==> config.mk <==
export PLATFORM = sky130hd
export DESIGN_NAME = soundrive_fifo_flat
export DESIGN_NICKNAME = d
export VERILOG_FILES = /design/src/rtl/soundrive_fifo_if.sv /design/src/rtl/soundrive_fifo.sv /design/src/flat_wrapper.sv
export SDC_FILE = /design/constraint.sdc
export NUM_CORES = 1
export LEC_CHECK = 0
export ABC_AREA = 0
export BUFFER_PORTS_ARGS = -buffer_cell sky130_fd_sc_hd__buf_2
export CAP_MARGIN = 30
export CORE_MARGIN = 3
export CORE_UTILIZATION = 50
export CTS_CLUSTER_SIZE = 24
export DETAILED_ROUTE_END_ITERATION = 7
export GPL_ROUTABILITY_DRIVEN = 1
export PLACE_DENSITY = 0.63
export RECOVER_POWER = 25
export SYNTH_ARGS = -nofsm -noshare
export SYNTH_HDL_FRONTEND = slang
export SYNTH_SLANG_ARGS = --single-unit
export TNS_END_PERCENT = 1
==> constraint.sdc <==
create_clock -name clk -period 5.7 [get_ports clk]
set_clock_uncertainty 0.05 [all_clocks]
set_input_delay 0.855 -clock clk [delete_from_list [all_inputs] [get_ports clk]]
set_output_delay 0.855 -clock clk [all_outputs]
set_load 0.01 [all_outputs]
==> src/rtl/soundrive_fifo_if.sv <==
// CPU I/O bus side and audio output side of the buffered Soundrive DAC.
// The bus master drives the I/O strobes, mode and sample tick; the DAC returns samples, mix and flags.
interface soundrive_fifo_if;
  logic       cs;
  logic [7:0] a;
  logic [7:0] di;
  logic       wr_n;
  logic       iorq_n;
  logic       dos;
  logic       mode;
  logic       tick;
  logic [7:0] outa;
  logic [7:0] outb;
  logic [7:0] outc;
  logic [7:0] outd;
  logic [8:0] left;
  logic [8:0] right;
  logic [3:0] full;
  logic [3:0] ovf;
  logic [3:0] unf;

  modport master (
    output cs, a, di, wr_n, iorq_n, dos, mode, tick,
    input  outa, outb, outc, outd, left, right, full, ovf, unf
  );

  modport slave (
    input  cs, a, di, wr_n, iorq_n, dos, mode, tick,
    output outa, outb, outc, outd, left, right, full, ovf, unf
  );
endinterface

==> src/rtl/soundrive_fifo.sv <==
// Four-channel Soundrive/Covox DAC with per-channel sample FIFOs paced by an external tick.
// Channels A,B mix to left and C,D to right; index 0..3 maps to A..D throughout.
module soundrive_fifo #(
  parameter int         DEPTH   = 8,
  parameter logic [7:0] PORT_A  = 8'h0F,
  parameter logic [7:0] PORT_B  = 8'h1F,
  parameter logic [7:0] PORT_C  = 8'h4F,
  parameter logic [7:0] PORT_D  = 8'h5F,
  parameter logic [7:0] PORT_BD = 8'hFB
) (
  input  logic             clk,
  input  logic             reset,
  soundrive_fifo_if.slave  bus
);
  localparam int             PW       = $clog2(DEPTH);
  localparam int             LW       = PW + 1;
  localparam logic [LW-1:0]  LVL_FULL = LW'(DEPTH);

  logic          clear;
  logic          io_wr;
  logic          wr_q;
  logic          push;
  logic          mode_q;
  logic          mode_chg;
  logic          buffered;
  logic [3:0]    hit;
  logic [3:0]    pop;
  logic [3:0]    wr_req;
  logic [3:0]    accept;
  logic [3:0]    full_w;

  logic [7:0]    mem    [4][DEPTH];
  logic [PW-1:0] rd_ptr [4];
  logic [PW-1:0] wr_ptr [4];
  logic [LW-1:0] level  [4];
  logic [7:0]    out_q  [4];
  logic [3:0]    ovf_q;
  logic [3:0]    unf_q;
  logic [8:0]    left_q;
  logic [8:0]    right_q;

  assign clear    = reset | ~bus.cs;
  assign io_wr    = ~bus.iorq_n & ~bus.wr_n & ~bus.dos;
  // Rising edge of the decoded strobe: one push per I/O cycle regardless of its length.
  assign push     = io_wr & ~wr_q;
  assign mode_chg = bus.mode ^ mode_q;
  assign buffered = bus.mode & ~mode_chg;

  assign hit[0] = (bus.a == PORT_A);
  assign hit[1] = (bus.a == PORT_B) | (bus.a == PORT_BD);
  assign hit[2] = (bus.a == PORT_C);
  assign hit[3] = (bus.a == PORT_D) | (bus.a == PORT_BD);

  // A pop in the same cycle frees a slot, so a full FIFO still accepts the new byte.
  always_comb begin
    pop    = '0;
    wr_req = '0;
    accept = '0;
    full_w = '0;
    for (int k = 0; k < 4; k++) begin
      pop[k]    = buffered & bus.tick & (level[k] != '0);
      wr_req[k] = buffered & push & hit[k];
      accept[k] = wr_req[k] & ((level[k] != LVL_FULL) | pop[k]);
      full_w[k] = (level[k] == LVL_FULL);
    end
  end

  always_ff @(posedge clk) begin
    mode_q <= bus.mode;
    if (clear) begin
      wr_q    <= 1'b0;
      ovf_q   <= '0;
      unf_q   <= '0;
      left_q  <= '0;
      right_q <= '0;
      for (int k = 0; k < 4; k++) begin
        rd_ptr[k] <= '0;
        wr_ptr[k] <= '0;
        level[k]  <= '0;
        out_q[k]  <= '0;
      end
    end else begin
      wr_q <= io_wr;
      for (int k = 0; k < 4; k++) begin
        if (mode_chg) begin
          rd_ptr[k] <= '0;
          wr_ptr[k] <= '0;
          level[k]  <= '0;
        end else begin
          if (pop[k]) begin
            out_q[k]  <= mem[k][rd_ptr[k]];
            rd_ptr[k] <= rd_ptr[k] + 1'b1;
          end
          if (accept[k]) begin
            mem[k][wr_ptr[k]] <= bus.di;
            wr_ptr[k]         <= wr_ptr[k] + 1'b1;
          end
          level[k] <= level[k] + LW'(accept[k]) - LW'(pop[k]);
          if (wr_req[k] & ~accept[k]) ovf_q[k] <= 1'b1;
          // An empty FIFO never bypasses: the out register holds even if a byte arrives now.
          if (buffered & bus.tick & (level[k] == '0)) unf_q[k] <= 1'b1;
        end
        if (~bus.mode & push & hit[k]) out_q[k] <= bus.di;
      end
      left_q  <= {1'b0, out_q[0]} + {1'b0, out_q[1]};
      right_q <= {1'b0, out_q[2]} + {1'b0, out_q[3]};
    end
  end

  assign bus.outa  = out_q[0];
  assign bus.outb  = out_q[1];
  assign bus.outc  = out_q[2];
  assign bus.outd  = out_q[3];
  assign bus.left  = left_q;
  assign bus.right = right_q;
  assign bus.full  = full_w;
  assign bus.ovf   = ovf_q;
  assign bus.unf   = unf_q;
endmodule

==> src/flat_wrapper.sv <==
// flat-port wrapper written by rule: the top's interface ports become plain ports
module soundrive_fifo_flat 
#(
  parameter int         DEPTH   = 8,
  parameter logic [7:0] PORT_A  = 8'h0F,
  parameter logic [7:0] PORT_B  = 8'h1F,
  parameter logic [7:0] PORT_C  = 8'h4F,
  parameter logic [7:0] PORT_D  = 8'h5F,
  parameter logic [7:0] PORT_BD = 8'hFB
)
  (clk, reset, bus_cs, bus_a, bus_di, bus_wr_n, bus_iorq_n, bus_dos, bus_mode, bus_tick, bus_outa, bus_outb, bus_outc, bus_outd, bus_left, bus_right, bus_full, bus_ovf, bus_unf);
  soundrive_fifo_if bus_i ();
  input  logic clk;
  input  logic reset;
  input wire logic [$bits(bus_i.cs)-1:0] bus_cs;
  input wire logic [$bits(bus_i.a)-1:0] bus_a;
  input wire logic [$bits(bus_i.di)-1:0] bus_di;
  input wire logic [$bits(bus_i.wr_n)-1:0] bus_wr_n;
  input wire logic [$bits(bus_i.iorq_n)-1:0] bus_iorq_n;
  input wire logic [$bits(bus_i.dos)-1:0] bus_dos;
  input wire logic [$bits(bus_i.mode)-1:0] bus_mode;
  input wire logic [$bits(bus_i.tick)-1:0] bus_tick;
  output wire logic [$bits(bus_i.outa)-1:0] bus_outa;
  output wire logic [$bits(bus_i.outb)-1:0] bus_outb;
  output wire logic [$bits(bus_i.outc)-1:0] bus_outc;
  output wire logic [$bits(bus_i.outd)-1:0] bus_outd;
  output wire logic [$bits(bus_i.left)-1:0] bus_left;
  output wire logic [$bits(bus_i.right)-1:0] bus_right;
  output wire logic [$bits(bus_i.full)-1:0] bus_full;
  output wire logic [$bits(bus_i.ovf)-1:0] bus_ovf;
  output wire logic [$bits(bus_i.unf)-1:0] bus_unf;
  assign bus_i.cs = bus_cs;
  assign bus_i.a = bus_a;
  assign bus_i.di = bus_di;
  assign bus_i.wr_n = bus_wr_n;
  assign bus_i.iorq_n = bus_iorq_n;
  assign bus_i.dos = bus_dos;
  assign bus_i.mode = bus_mode;
  assign bus_i.tick = bus_tick;
  assign bus_outa = bus_i.outa;
  assign bus_outb = bus_i.outb;
  assign bus_outc = bus_i.outc;
  assign bus_outd = bus_i.outd;
  assign bus_left = bus_i.left;
  assign bus_right = bus_i.right;
  assign bus_full = bus_i.full;
  assign bus_ovf = bus_i.ovf;
  assign bus_unf = bus_i.unf;
  soundrive_fifo #(.DEPTH(DEPTH), .PORT_A(PORT_A), .PORT_B(PORT_B), .PORT_C(PORT_C), .PORT_D(PORT_D), .PORT_BD(PORT_BD)) u_core (.clk(clk), .reset(reset), .bus(bus_i));
endmodule
# == Yosys cells after proc, flatten, opt, wreduce, memory -nomap -nowiden ==
# Memories as Yosys holds them, arrays and structs flattened.
# Index checks and enable logic that the tools add are counted.
# totals
reg_bits,28
latch_bits,0
mem_bits_rw,328
romBits,0
in_bits,24
out_inout_bits,62
elab_cells,286
mem_count,5
# classes
addsub,18
mul,0
div,0
n_lt_le_gt_ge,12
eq_ne,13
shift,0
muxes,114
n_bitwise,90
n_reduce_logical,22
# mem_list
name,depth,width,rd,rd_clocked_by_memory_dff,write_ports,line_no,text
u_core.mem,4,64,4,0,2,soundrive_fifo.sv:32,logic [7:0] mem [4][DEPTH];
u_core.out_q,4,8,4,0,4,soundrive_fifo.sv:36,logic [7:0] out_q [4];
u_core.level,4,4,4,0,4,soundrive_fifo.sv:35,logic [LW-1:0] level [4];
u_core.rd_ptr,4,3,4,0,4,soundrive_fifo.sv:33,logic [PW-1:0] rd_ptr [4];
u_core.wr_ptr,4,3,4,0,4,soundrive_fifo.sv:34,logic [PW-1:0] wr_ptr [4];
# ops
cell,count
$mux W64,8
$mux W8,20
$reduce_or A64 Y1,2
$bmux W8 S3,4
$demux W8 S3,4
$mux W1,52
$mux W3,16
$or A1 B1 Y1,39
$ge A4 B4 Y1 const B,8
$mux W4,8
$not A3 Y4,8
$and A1 B1 Y1,31
$add A3 B1 Y3 const B,8
$add A8 B8 Y9,2
$add A4 B1 Y4,4
$eq A4 B4 Y1 const B,4
$eq A8 B7 Y1 const B,2
$logic_not A4 Y1,4
$lt A4 B1 Y1 const B,4
$ne A4 B4 Y1 const B,4
$reduce_and A2 Y1,8
$reduce_bool A4 Y1,4
$sub A4 B1 Y4,4
$not A1 Y1,11
6 further kinds,10

# == Logic depth before layout (Yosys ltp) ==
# logic_depth
ltp_word,14
mapped_depth,11
depth_no_buf,11

# == Worst setup path after synthesis ==
# Ideal clock, no wire load.
# synth_timing
kind,in2reg
from,input bus_mode
to,"memory u_core.mem[3][56] (netlist bit), enable pin"
setup_ns,0.383
arrival_time_ns,2.747
required_time_ns,5.267
setup_slack_ns,2.519
path_stages,6
path_buffers,1
cell_sequence,ha_1 > or3b_1 > clkbuf_1 > nor3_4 > nand4b_1 > nor3_1
# synth_lines
item,line_no,text
"start, declared",flat_wrapper.sv:21,input wire logic [$bits(bus_i.mode)-1:0] bus_mode;
"end, declared",soundrive_fifo.sv:32,

==> impl_results.md <==
- Leak pwr: 0.00611 uW
- CTS max path bufs: 3
- Post-route minimum period: 3750 ps
- Combinational power share: 5.4%
- Worst path cell trace: clkbuf_1 > ha_1 > or3b_1 > nor3_4 > nand4b_1 > nor3_1
- Power share of the clock group: 41.1%
- Syn Area/Cell: 16.8 um2
- CP peak stage delay: 850 ps
- Max_slew headroom: -30.4%
- Synthesized cell area: 0.0153 mm2
- Fill cell count: 2,304
- Synthesis Warnings: 0
- ANT cells: 0
- Root buffer cell: clkbuf_16
- Post-synth EDFFs: 328
- Status: finished, violations left
- DR DRC count: 0
- Synth top area share: 64.4%
- Setup Viol. Count Final: 0
- Final non-filler cell total: 1,441
- Total track usage: 20.3%
- Postcts setup bufs: 0
- Pwr Density: 316 mW/mm2
- Most common cell in the synthesized netlist: edfxtp_1
- Number of antenna violations at the first check in global routing: 0
- Synth top area cells: edfxtp_1 64%, mux4_2 9.4%, ha_1 4.0%
- FF-to-FF setup slack: 2150 ps
- Final Instance Area: 0.0173 mm2
- Worst path top cell family by delay: simple AND/OR/NAND/NOR gates
- Stages on worst setup path: 6
- Layout cells sized above 1: 21.7%
- Period utilisation layout: 65.8%
- Initial Utilization: 51.2%
- Ys async rst share: 0%
- Die width: 181 um
- Syn-to-layout area delta: 13.4%
- Internal cell power: 4300 uW
- Final Hold Viols: 0
- Routed vias: 8,140
- Mapped Cells: 909
- Max Cap Viol: 7
- Post-synth top cells: 328 x edfxtp_1, 85 x nor2_1, 64 x mux4_2
- Final WL: 33,100 um
- Worst-path maximum fanout: 16
- Site row count: 63
- GRT overflow: 0
- Max Fclk: 267 MHz
- Sequential area share after synthesis: 68.1%
- Unrepaired setup endpoints after global routing: no
- Slowest cell on the critical path: nor3_1
- TritonCTS clock tree: done
- Cts hold-fix bufs: 0
- Average routed wire per standard cell: 22.9 um
- IO buf count: 85
- Antenna-violating nets left: 0
- #FFs+latches synth: 356
- Core area: 0.0299 mm2
- Worst Tran Pin Value: 1960 ps
- Clock-pin slew on the worst setup and hold paths: 60 ps
- Largest net degree at the start of global routing: 37
- First-pass GRT wire length: 50,300 um
- Switch share: 21.5%
- CTS H-tree depth: 2
- Nets: 1,104
- Crit Path Class: input pin to flip-flop
- Total negative slack: 0 ps
- Die area: 0.0327 mm2
- Number of DRC markers in iteration 0: 675
- Failing checks: max-capacitance violations, max-slew violations
- Post-DP Area: 0.0162 mm2
- Chip Height: 181 um
- CTS sink cnt: 356
- Maximum vdd drop: 0.206 mV
- CP Data Required Time: 5790 ps
- DRT Pass-1 Iters: 7
- R2r worst-path depth: 5
- Max Slew Vio Count: 259
- WP data arrival: 3840 ps
- Vias per inst: 5.65
- Synth cell types: 57
- Worst Hold Class: flip-flop to flip-flop
- Critical Path Start Type: input pin
- Switch Pwr: 1180 uW
- WHS Path Cells: 2
- Post-CTS Resized: 0
- DP Cell Count: 1,374
- Sequential share of power: 53.5%
- Power, Total: 5480 uW
- Vias in the first global route: 8,180
- Clock Latency Late Sink: 530 ps
- CP bufs+invs: 1
- Synth area leader: edfxtp_1
- Cts bufs inserted: 37
- Commonest register cell after synthesis: edfxtp_1
- Critical Path End Type: flip-flop
- Routability congestion estimate: 0.798
- I/O Pins: 86
- DP Wirelength: 22,000 um
## cell families after synthesis
family	count (synthesis)	share of synthesized area (%)
flip-flops	356	68.1
other	1	0.0245
multiplexers	116	13.0
buffers and inverters	72	2.01
XOR/XNOR	17	0.974
AND/OR/NAND/NOR	209	7.14
adder cells (fa/ha/maj)	55	4.80
AO/OA/AOI/OAI	83	4.01
## flip-flops by register name, indices dropped and copies added (netlist names)
signal and cells:
u_core.bus.left 9, u_core.bus.ovf 4, u_core.bus.right 9, u_core.bus.unf 4, u_core.level 16, u_core.mem 256, u_core.mode_q 1, u_core.out_q 32
u_core.rd_ptr 12, u_core.wr_ptr 12, u_core.wr_q 1
## layout by cell type (no fill, tap or decap), types with 7 or more instances in the layout
cell,count
a21oi_1,12
xnor2_1,15
o2bb2ai_1,16
conb_1,16
nand3b_1,8
nand2b_1,21
nor2_1,85
buf_2,76
inv_1,37
clkinv_1,11
ha_1,49
mux4_2,64
nor3_1,12
o21ai_0,16
nand2_1,26
edfxtp_1,328
clkbuf_1,18
buf_4,7
mux2_2,16
dfxtp_1,28
a21o_1,7
and2_1,14
clkbuf_16,37
mux2i_1,36
and3_1,7
a211oi_1,7
## stage by stage
| step | worst slack (ps) | util [%] | hold slack (ps) |
|---|---|---|---|
| 2_1_floorplan | 2520 | - | 433 |
| 3_5_place_dp | 1380 | 54.3 | 400 |
| 4_1_cts | 1960 | 58.0 | 414 |
| 3_3_place_gp | 1450 | 54.0 | 398 |
| 5_1_grt | 1750 | 58.0 | 437 |
| 6_report | 1950 | 58.0 | 408 |
## per-layer routing
layer,routed length [um],share of wire (%),track usage [%],vias to the layer above
li1,-,-,-,3747
met1,15200,46,30.8,4099
met2,15200,46,31.2,251
met3,2090,6.3,3.64,43
met4,579,1.8,4.11,0
met5,0,0,0,-
## final timing paths
path | startpoint | to
setup / recovery | bus_mode | u_core.mem[3][61]
hold / removal | u_core.bus.ovf[2] | u_core.bus.ovf[2]
setup reg to reg | u_core.mode_q | u_core.mem[3][61]
hold reg to reg | u_core.bus.ovf[2] | u_core.bus.ovf[2]
## power groups by stage
stage               Clock (uW)  Sequential (uW)  Combinational, uW
detailed placement           0             2980                301
floorplan                    0             2960                188
global route              2410             2930                328
CTS                       2300             2930                303
finish                    2250             2930                296
global placement             0             2990                285
## cell type report
| class | count | area, um2 | area share, % |
|---|---|---|---|
| sequential | 356 | 10400 | 60.0 |
| multi-input combinational | 496 | 4630 | 26.7 |
| clock buffer | 46 | 960 | 5.54 |
| timing repair buffer | 97 | 552 | 3.18 |
| tap | 390 | 488 | 2.81 |
| clock inverter | 19 | 158 | 0.909 |
| inverter | 37 | 139 | 0.801 |
## worst min-delay path, cell delays in order (launching register included)
cell and delay, ps:
dfxtp_1 330, nand2_1 40, o21ai_0 50
Power figures use the tool's default switching activity.
